## src/rtl/mm_sched_pkg.sv

```systemverilog
// mm_sched_pkg: shared types and sizing helpers for the matrix beat scheduler.
// Holds the scheduler state encoding plus the constant functions used to size
// the beat count and the outstanding-credit counter.
package mm_sched_pkg;

   // Sweep phases of the scheduler FSM.
   typedef enum logic [1:0] {
      IDLE  = 2'd0,
      ISSUE = 2'd1,
      DRAIN = 2'd2,
      DONE  = 2'd3
   } state_t;

   // Default geometry of the 8-lane multiply datapath.
   localparam int DEF_N       = 64;
   localparam int DEF_LANES   = 8;
   localparam int DEF_AW      = 14;
   localparam int DEF_MAX_OUT = 4;

   // Beats needed to cover an n x n matrix at 'lanes' addresses per beat.
   function automatic int beats(input int n, input int lanes);
      return (n * n) / lanes;
   endfunction

   // Bits needed to hold an outstanding count of 0..max_out inclusive.
   function automatic int credit_w(input int max_out);
      return $clog2(max_out + 1);
   endfunction

endpackage : mm_sched_pkg

```

## src/rtl/mm_credit_counter.sv

```systemverilog
// mm_credit_counter: tracks beats accepted by the datapath but not yet
// acknowledged. inc = beat accepted, dec = acknowledge, clr = drop all credit.
// An acknowledge with nothing outstanding is ignored and flagged on underflow.
module mm_credit_counter
   import mm_sched_pkg::*;
#(
   parameter int MAX_OUT = DEF_MAX_OUT,
   parameter int CW      = credit_w(MAX_OUT)
) (
   input  logic          clk,
   input  logic          reset,
   input  logic          inc,
   input  logic          dec,
   input  logic          clr,
   output logic [CW-1:0] count,
   output logic          full,
   output logic          underflow
);

   logic [CW-1:0] count_q, count_d;
   logic          inc_eff;
   logic          dec_eff;

   // An increment past MAX_OUT cannot be requested (valid is gated by full);
   // masking it here keeps the counter in range regardless of the caller.
   assign inc_eff   = inc && !full;
   assign dec_eff   = dec && (count_q != '0);
   assign full      = (count_q == CW'(MAX_OUT));
   assign underflow = dec && (count_q == '0);
   assign count     = count_q;

   // Next outstanding count: clear wins, simultaneous inc/dec cancel.
   always_comb begin
      // NOTE: every always_comb output gets a default first so no path leaves it unassigned (no latch).
      count_d = count_q;
      if (clr) begin
         count_d = '0;
      end else begin
         unique case ({inc_eff, dec_eff})
            2'b10:   count_d = count_q + CW'(1);
            2'b01:   count_d = count_q - CW'(1);
            default: count_d = count_q;
         endcase
      end
   end

   // Outstanding count register.
   always_ff @(posedge clk or posedge reset) begin
      // NOTE: sequential state uses non-blocking assignments so all flops update from pre-edge values.
      if (reset) count_q <= '0;
      else       count_q <= count_d;
   end

endmodule : mm_credit_counter

```

## src/rtl/mm_beat_scheduler.sv

```systemverilog
// mm_beat_scheduler: walks one N x N row-major matrix sweep as beats of LANES
// consecutive addresses, issuing them over valid/ready and limiting the number
// of unacknowledged beats to MAX_OUT. done is raised once every beat has been
// acknowledged. Optional performance counters are built when MM_SCHED_PERF_EN
// is defined; without it those ports do not exist.
module mm_beat_scheduler
   import mm_sched_pkg::*;
#(
   parameter int N       = DEF_N,
   parameter int LANES   = DEF_LANES,
   parameter int AW      = DEF_AW,
   parameter int MAX_OUT = DEF_MAX_OUT
) (
   input  logic          clk,
   input  logic          reset,
   input  logic          start,
   input  logic          abort,
   input  logic          ready,
   input  logic          resp,
   output logic          valid,
   output logic [AW-1:0] addr_base,
   output logic          last,
   output logic          busy,
   output logic          done,
   output logic          err
`ifdef MM_SCHED_PERF_EN
   ,
   output logic [31:0]   stall_cnt,
   output logic [31:0]   credit_stall_cnt
`endif
);

   localparam int            B         = beats(N, LANES);
   localparam int            CW        = credit_w(MAX_OUT);
   localparam logic [AW-1:0] LAST_ADDR = AW'((B - 1) * LANES);
   localparam logic [AW-1:0] STEP      = AW'(LANES);

   state_t        state_q, state_d;
   logic [AW-1:0] addr_q, addr_d;
   logic          done_q, done_d;
   logic          err_q, err_d;

   logic          start_acc;
   logic          accept;
   logic          cnt_clr;
   logic          cnt_full;
   logic          cnt_underflow;
   logic [CW-1:0] outstanding;

   // A start is only taken while not busy, and an abort in the same cycle wins.
   assign start_acc = start && !abort && ((state_q == IDLE) || (state_q == DONE));

   // Beats are offered only while issuing and a credit is free.
   assign valid     = (state_q == ISSUE) && !cnt_full;
   assign accept    = valid && ready;
   assign last      = (state_q == ISSUE) && (addr_q == LAST_ADDR);
   assign busy      = (state_q == ISSUE) || (state_q == DRAIN);
   assign addr_base = addr_q;
   assign done      = done_q;
   assign err       = err_q;

   // Both abort and a fresh sweep drop all outstanding credit.
   assign cnt_clr   = abort || start_acc;

   mm_credit_counter #(
      .MAX_OUT (MAX_OUT),
      .CW      (CW)
   ) u_credit (
      .clk       (clk),
      .reset     (reset),
      .inc       (accept),
      .dec       (resp),
      .clr       (cnt_clr),
      .count     (outstanding),
      .full      (cnt_full),
      .underflow (cnt_underflow)
   );

   // Next-state logic for the sweep FSM; abort overrides every state.
   always_comb begin
      state_d = state_q;
      if (abort) begin
         state_d = IDLE;
      end else begin
         unique case (state_q)
            IDLE:    if (start) state_d = ISSUE;
            ISSUE:   if (accept && last) state_d = DRAIN;
            DRAIN:   if (outstanding == '0) state_d = DONE;
            DONE:    state_d = start ? ISSUE : IDLE;
            default: state_d = IDLE;
         endcase
      end
   end

   // Address generator and sticky done/err flags.
   always_comb begin
      addr_d = addr_q;
      done_d = done_q;
      err_d  = err_q;

      if (start_acc) begin
         addr_d = '0;
      end else if (accept && !abort) begin
         // Wraps modulo 2**AW past the final beat; never visible while valid.
         addr_d = addr_q + STEP;
      end

      if (start_acc) begin
         done_d = 1'b0;
      end else if ((state_q == DRAIN) && (outstanding == '0) && !abort) begin
         done_d = 1'b1;
      end

      if (start_acc) begin
         err_d = 1'b0;
      end else if (cnt_underflow) begin
         err_d = 1'b1;
      end
   end

   // FSM, address and flag registers.
   always_ff @(posedge clk or posedge reset) begin
      // NOTE: the address register is a single flop bank, not a memory, so it is reset with the rest.
      if (reset) begin
         state_q <= IDLE;
         addr_q  <= '0;
         done_q  <= 1'b0;
         err_q   <= 1'b0;
      end else begin
         state_q <= state_d;
         addr_q  <= addr_d;
         done_q  <= done_d;
         err_q   <= err_d;
      end
   end

`ifdef MM_SCHED_PERF_EN
   logic [31:0] stall_q, stall_d;
   logic [31:0] cstall_q, cstall_d;

   // Saturating counts of datapath back-pressure and credit exhaustion.
   always_comb begin
      stall_d  = stall_q;
      cstall_d = cstall_q;
      if (start_acc) begin
         stall_d  = '0;
         cstall_d = '0;
      end else if (state_q == ISSUE) begin
         if (valid && !ready && (stall_q != 32'hFFFF_FFFF)) begin
            stall_d = stall_q + 32'd1;
         end
         if (cnt_full && (cstall_q != 32'hFFFF_FFFF)) begin
            cstall_d = cstall_q + 32'd1;
         end
      end
   end

   // Performance counter registers.
   always_ff @(posedge clk or posedge reset) begin
      if (reset) begin
         stall_q  <= '0;
         cstall_q <= '0;
      end else begin
         stall_q  <= stall_d;
         cstall_q <= cstall_d;
      end
   end

   assign stall_cnt        = stall_q;
   assign credit_stall_cnt = cstall_q;
`endif

endmodule : mm_beat_scheduler

```

## config.mk

```make
export PLATFORM = sky130hd
export DESIGN_NAME = mm_beat_scheduler
export DESIGN_NICKNAME = d
export VERILOG_FILES = /design/src/rtl/mm_sched_pkg.sv /design/src/rtl/mm_credit_counter.sv /design/src/rtl/mm_beat_scheduler.sv
export SDC_FILE = /design/constraint.sdc
export NUM_CORES = 1
export LEC_CHECK = 0
export CAP_MARGIN = 25
export CORE_MARGIN = 1
export CORE_UTILIZATION = 44
export DETAILED_ROUTE_END_ITERATION = 7
export PLACE_DENSITY = 0.8
export SYNTH_ARGS = -nofsm -noshare
export SYNTH_HDL_FRONTEND = slang
export SYNTH_SLANG_ARGS = --single-unit
```

## constraint.sdc

```tcl
create_clock -name clk -period 2.1 [get_ports clk]
set_clock_uncertainty 0.15 [all_clocks]
set_input_delay 0.42 -clock clk [delete_from_list [all_inputs] [get_ports clk]]
set_output_delay 0.42 -clock clk [all_outputs]
set_load 0.01 [all_outputs]
```

==> run metrics, run 1 <==
CP Cell Sequence=inv_2 -> ha_4 -> inv_4 -> nor4_4 -> buf_4 -> and2_4 -> buf_6; diode count=0; syn_area_per_cell=9.735 um2; post-route cell area=1698 um2; Vias/cell=5.235; fin. max-slew vios=0; hold_buf cts=0; Layout area overhead=52.99%; # rows=17; clk buf depth=2; final period utilization=98.66%; critical path arrival=1500 ps; CTS tree=done; Synth async-reset ratio=100.0%; CP max stage cell=dfrtp_1; CTS clk-pin slew, worst paths=120 ps; crit path to=last; routability cong.=0.7974; Final Hold Fails=0; post-synthesis compound-gate area fraction=10.94%; dominant synthesized flop cell=dfrtp_1; max cap viols=0; final worst slack=28.11 ps; number of synthesized flops with an enable pin=0; Root Buffer=clkbuf_4; area share of the largest cell type after synthesis=40.59%; Die X=52.22 um; Req. time, crit path=1530 ps; sequential area share after synthesis=40.59%; routed len/inst=14.16 um; area of placed instances=1558 um2; main combinational cell family by area after synthesis=simple AND/OR/NAND/NOR gates; initial antenna violation count=0; layout cells sized above 1=36.63%; H-tree depth=1; Total Routing Usage GR=24.65%; crit path time final=2072 ps; CTS Buf Count=3; pre-CTS setup slack=-197.7 ps; mux cell area share after synthesis=0.9019%; endpoint type of the worst setup path=output port; XOR/XNOR Fraction of Synth Area=10.15%; Critical path origin=state_q[1]; met3 wire len=83 um; Static Leak=0.8036 nW; Routed WL=2831 um; DR iter-0 viols=13; Antenna Nets Post-Route=0; Reg-to-Reg End=u_credit.count[2]; ranking of synthesized cells by area=dfrtp_1 41%, ha_1 6.8%, xor2_1 6.3%, nor2_1 6.1%, inv_1 3.0%; Post-Syn Area=1110 um2; worst-case reg-to-reg path depth=9; I/O pin total=25; top routing layer in use=met4; Final Net Count=186; RSZ-0062 raised after global routing=yes; Skew-Pair Late Insertion Delay=310 ps; Power Density=1042 nW/um2; Clock Sink Count=18; Met1 Routed Length=1313 um; CP peak stage delay=410 ps; CP Class=flop to output port; largest net degree at the start of global routing=19; first-pass GRT wire length=4781 um; Post-DP HPWL=2111 um; Synth Warn #=0; RR Startpoint=state_q[0]; Synth area leader=dfrtp_1; final setup vio count=0; Die H=52.22 um; PortBufs=21; vias after detailed routing=1047; Initial Utilization=48.31%; met2 wire len=1366 um; count of different cell masters after synthesis=40; Die Area=2727 um2; Hold/Removal Path Class=input port to asynchronous set/reset pin; Worst R2R Setup Slack=50 ps; simple-gate share of the synthesized area=22.10%; worst vdd ir=0.8065 mV; core area=2297 um2; Mapped Cells=114; vias in the first global route=1082; fmax=482.7 MHz; Pre-Repair DR Iteration Count=3; Max FO, Critical Path=2; total grt overflow=0; status=finished, final reports clean; crit start category=flop; post-synthesis register bit count=18; DRC Markers=0; Post-Synth Adder-Cell Area=8.568%
## per-layer routing
metal | vias to the layer above | GRT usage, %
li1 | 498 | -
met1 | 523 | 29.74
met2 | 19 | 41.88
met3 | 7 | 4.058
met4 | 0 | 12.72
met5 | - | 0
## metrics by stage
| step | std cells | total power, W | hold WS (ps) | setup TNS, ps | utilization, % |
|---|---|---|---|---|---|
| after detailed placement | 190 | 0.001480 | 344.2 | -415.3 | 67.81 |
| after global placement | 190 | 0.001435 | 330.5 | -292.1 | 67.81 |
| after global routing | 200 | 0.001891 | 296.7 | -168.8 | 73.91 |
| final | 200 | 0.001769 | 268.0 | 0 | 73.91 |
| after CTS | 201 | 0.001751 | 284.2 | -327.3 | 74.07 |
| after floorplan | 116 | 0.001010 | 208.6 | 0 | - |
## kinds of logic (layout without fill, tap and decap cells)
logic type               count (synthesis)  count (layout)
AO/OA/AOI/OAI                           16              16
XOR/XNOR                                12              12
adder cells (fa/ha/maj)                  7               7
buffers and inverters                   14              70
flip-flops                              18              18
multiplexers                             1               1
other                                    1               3
AND/OR/NAND/NOR                         45              45
## repair_timing
item	4_1_cts	5_1_grt
setup buffers	9	1
resized for setup	23	7
pin swaps	9	4
setup endpoints to repair	4	6
## where the power goes
part	internal (W)	leakage [nW]	switching [W]	total [W]
logic	0.000555	0.540	0.000516	0.00107
registers	0.000419	0.243	0.0000512	0.000471
clock network	0.000106	0.0210	0.000121	0.000227
total	0.00108	0.804	0.000688	0.00177
## state kept, by name, indices dropped and copies added (netlist names)
signal and count:
addr_base 11, done 1, err 1, state_q 2, u_credit.count 3
## synthesized netlist by cell type (all sizes together) (3+ instances only)
cell type,number
nand2,7
xnor2,4
buf,4
ha,6
nand3,4
dfrtp,18
o21ai,3
inv,9
xor2,8
nor2,19
and4,3
a21oi,3
nand4,3
## critical path: cells and delay by family, from the launching register on
family        cells  cell delay, ps
flops             1             410
buf+inv           4             360
simple gates      2             280
fa+ha+maj         1             150
## worst min path at each step
stage               startpoint            end  slack, ps
finish                   reset            err        270
CTS                      reset            err        280
detailed placement        done           done        340
floorplan                reset  addr_base[10]        210
global route             reset   addr_base[8]        300
global placement           err            err        330
## layout by cell type, fill, tap and decap left out, types with 3 or more instances in the layout
| cell | synthesis | final |
|---|---|---|
| buf_4 | 3 | 31 |
| nor2_1 | 18 | 18 |
| dfrtp_1 | 18 | 18 |
| clkdlybuf4s50_1 | 0 | 18 |
| xor2_1 | 8 | 8 |
| inv_1 | 9 | 6 |
| buf_6 | 1 | 6 |
| nand2_1 | 7 | 5 |
| ha_1 | 6 | 5 |
| nand3_1 | 4 | 4 |
| xnor2_1 | 3 | 3 |
| a21oi_1 | 3 | 3 |
| conb_1 | 1 | 3 |
| clkbuf_4 | 0 | 3 |
## layout make-up
type                       count  area, um2
clock buffer                   4      36.28
fill                         179      599.3
inverter                       9      36.28
multi-input combinational     84      644.4
sequential                    18      450.4
tap                           28      35.03
timing repair buffer          57      495.5
Power figures use the tool's default switching activity.
==> run 2, diff against run 1 <==
CORE_UTILIZATION = 30   (was 44)
CTS_CLUSTER_SIZE = 40   (was not set)
PLACE_DENSITY = 0.6   (was 0.8)
==> run 2 against run 1 <==
Effect of this change:
- setup slack gained 31 ps
- cell area up 0.81%
- sequential power shrank 1%
- utilization is 24 points lower
- sequential share of layout area is 0.21 points lower
- routed wire length is 0.28% higher
- critical path type is now flop to flop
- final cell count grew 8.0%
- worst hold slack lost 11 ps
- fmax grew 1.5%
==> run metrics, run 2 (synthesized netlist as in run 1, its figures left out) <==
fin. max-slew vios=0 (unchanged); CP peak stage delay=410 ps (about the same); Final Hold Fails=0 (unchanged); fmax=490.1 MHz (+1.5%); Flop pwr share=25.3% (-1.3 points); Die X=62.82 um (+20%); CTS clk-pin slew, worst paths=70 ps (-50 ps); Hold/Removal Path Class=input port to asynchronous set/reset pin; Max FO, Critical Path=2 (unchanged); power consumption=0.001835 W (+3.8%); Die H=62.82 um (+20%); DR iter-0 viols=19 (+6); Die Area=3946 um2 (+45%); vias after detailed routing=992 (-5.3%); Req. time, crit path=2080 ps (+550 ps); max cap viols=0 (unchanged); layout cells sized above 1=34.12% (-2.5 points); Antenna Nets Post-Route=0 (unchanged); crit path time final=2040 ps (-31.41 ps); PortBufs=21 (unchanged); most frequent cells in the layout=33 x buf_4, 18 x nor2_1, 18 x dfrtp_1, 18 x clkdlybuf4s50_1, 8 x xor2_1; endpoint type of the worst setup path=flop; commonest non-fill, non-tap cell in the layout=buf_4; Static Leak=0.8054 nW (+0.23%); vias in the first global route=1029 (-4.9%); crit start category=flop; routed len/inst=13.14 um (-7.1%); Power Density=1072 nW/um2 (+2.9%); core area=3442 um2 (+50%); Clock Power Share=16.1% (+3.3 points); critical path arrival=2020 ps (+520 ps); initial antenna violation count=0 (unchanged); non-filler cells, final=216 (+8.0%); Layout area overhead=54.23%; Vias/cell=4.593 (-12%); number of fillers in the final layout=331 (+85%); I/O pin total=25 (unchanged); RSZ-0062 raised after global routing=yes; final period utilization=97.17% (-1.5 points); total grt overflow=0 (unchanged); routability cong.=0.8462 (+6.1%); Total Routing Usage GR=16.05% (-8.6 points); first-pass GRT wire length=4905 um (+2.6%); Post-DP HPWL=2088 um (-1.1%); clk buf depth=2 (unchanged); Initial Utilization=32.24% (-16 points); largest net degree at the start of global routing=12 (-7); P_int=0.001146 W (+6.0%); hold_buf cts=0 (unchanged); Placed Cells=208 (+9.5%); CP Class=flop to flop; CTS Buf Count=3 (unchanged); H-tree depth=1 (unchanged); # rows=21 (+4); Root Buffer=clkbuf_8; DRC Markers=0 (unchanged); worst vdd ir=0.4495 mV (-44%); Routed WL=2839 um (+0.28%); Skew-Pair Late Insertion Delay=260 ps (-50 ps); sw frac=37.57% (-1.3 points); Psw=0.0006895 W (+0.17%); CTS tree=done; Clock Sink Count=18 (unchanged); diode count=0 (unchanged); Final Hold Slack=257.4 ps (-10.55 ps); Largest register FFs=11 (unchanged); total negative slack=0 ps (unchanged); status=finished, final reports clean; share of total power in combinational logic=58.6% (-2.0 points); CP max stage cell=dfrtp_1; Final Net Count=184 (-1.1%); CP Cell Sequence=ha_4 -> buf_6 -> nand2_4 -> nor2_4 -> or2_4 -> fa_2 -> o22ai_2 -> xnor2_1 -> nor2_1; final setup vio count=0 (unchanged); Pre-Repair DR Iteration Count=4 (+1)
[run 2: worst max-delay path, delay by kind of cell, from the launching register on]
family / cells / cell delay [ps]
AOI/OAI and AO/OA: 1 / 160
and+or+nand+nor: 4 / 390
buffers and inverters: 1 / 110
DFF: 1 / 410
adders and majority gates: 2 / 560
xor gates and xnor gates: 1 / 130
[run 2: metal layers]
| layer | routed length (um) | global-route usage, % | vias to the layer above |
|---|---|---|---|
| li1 | - | - | 495 |
| met1 | 1310 | 20.45 | 474 |
| met2 | 1402 | 26.22 | 18 |
| met3 | 71 | 2.555 | 5 |
| met4 | 55 | 7.849 | 0 |
| met5 | 0 | 0 | - |
[run 2: what timing repair did]
item	CTS	global route
setup endpoints to repair	4	4
gates resized for setup	7	13
pin swaps	1	8
buffers inserted	1	3
[run 2: power groups by stage]
stage / registers (W) / clock network, W / logic [W]
4_1_cts: 0.000460 / 0.000305 / 0.00100
2_1_floorplan: 0.000513 / 0 / 0.000497
5_1_grt: 0.000477 / 0.000320 / 0.00118
6_report: 0.000464 / 0.000296 / 0.00108
3_5_place_dp: 0.000466 / 0 / 0.00101
3_3_place_gp: 0.000464 / 0 / 0.000996
[run 2: path summary, 6_finish.rpt]
| kind | from | end | slack [ps] | depth (start not counted) |
|---|---|---|---|---|
| min in group clk | err | err | 370 | 2 |
| max in group asynchronous | reset | state_q[1] | 1050 | 3 |
| worst max-delay path | state_q[0] | u_credit.count[2] | 60 | 9 |
| worst min-delay path | reset | addr_base[11] | 260 | 2 |
| worst max register to register | state_q[0] | u_credit.count[2] | 60 | 9 |
| worst min register to register | err | err | 370 | 2 |
[run 2: cell type report]
cell class | instances | area, um2 | area share, %
Tap cell | 46 | 57.56 | 3.363
Clock buffer | 4 | 55.05 | 3.216
Inverter | 9 | 33.78 | 1.974
Timing Repair Buffer | 55 | 462.9 | 27.05
Sequential cell | 18 | 450.4 | 26.32
Multi-Input combinational cell | 84 | 651.9 | 38.08
[run 2: stage by stage]
step                util [%]  area (um2)  setup slack [ps]
floorplan                  -        1125             22.65
global route           49.73        1712            -58.97
CTS                    47.95        1650            -80.61
detailed placement     45.91        1580            -233.0
global placement       45.91        1580            -221.1
finish                 49.73        1712             59.51
==> run 3, diff against run 2 <==
CTS_BUF_LIST = sky130_fd_sc_hd__clkbuf_8   (was not set)
==> results of run 3 <==
Same layout as run 2: the final DEF is identical, and so are final timing and power.
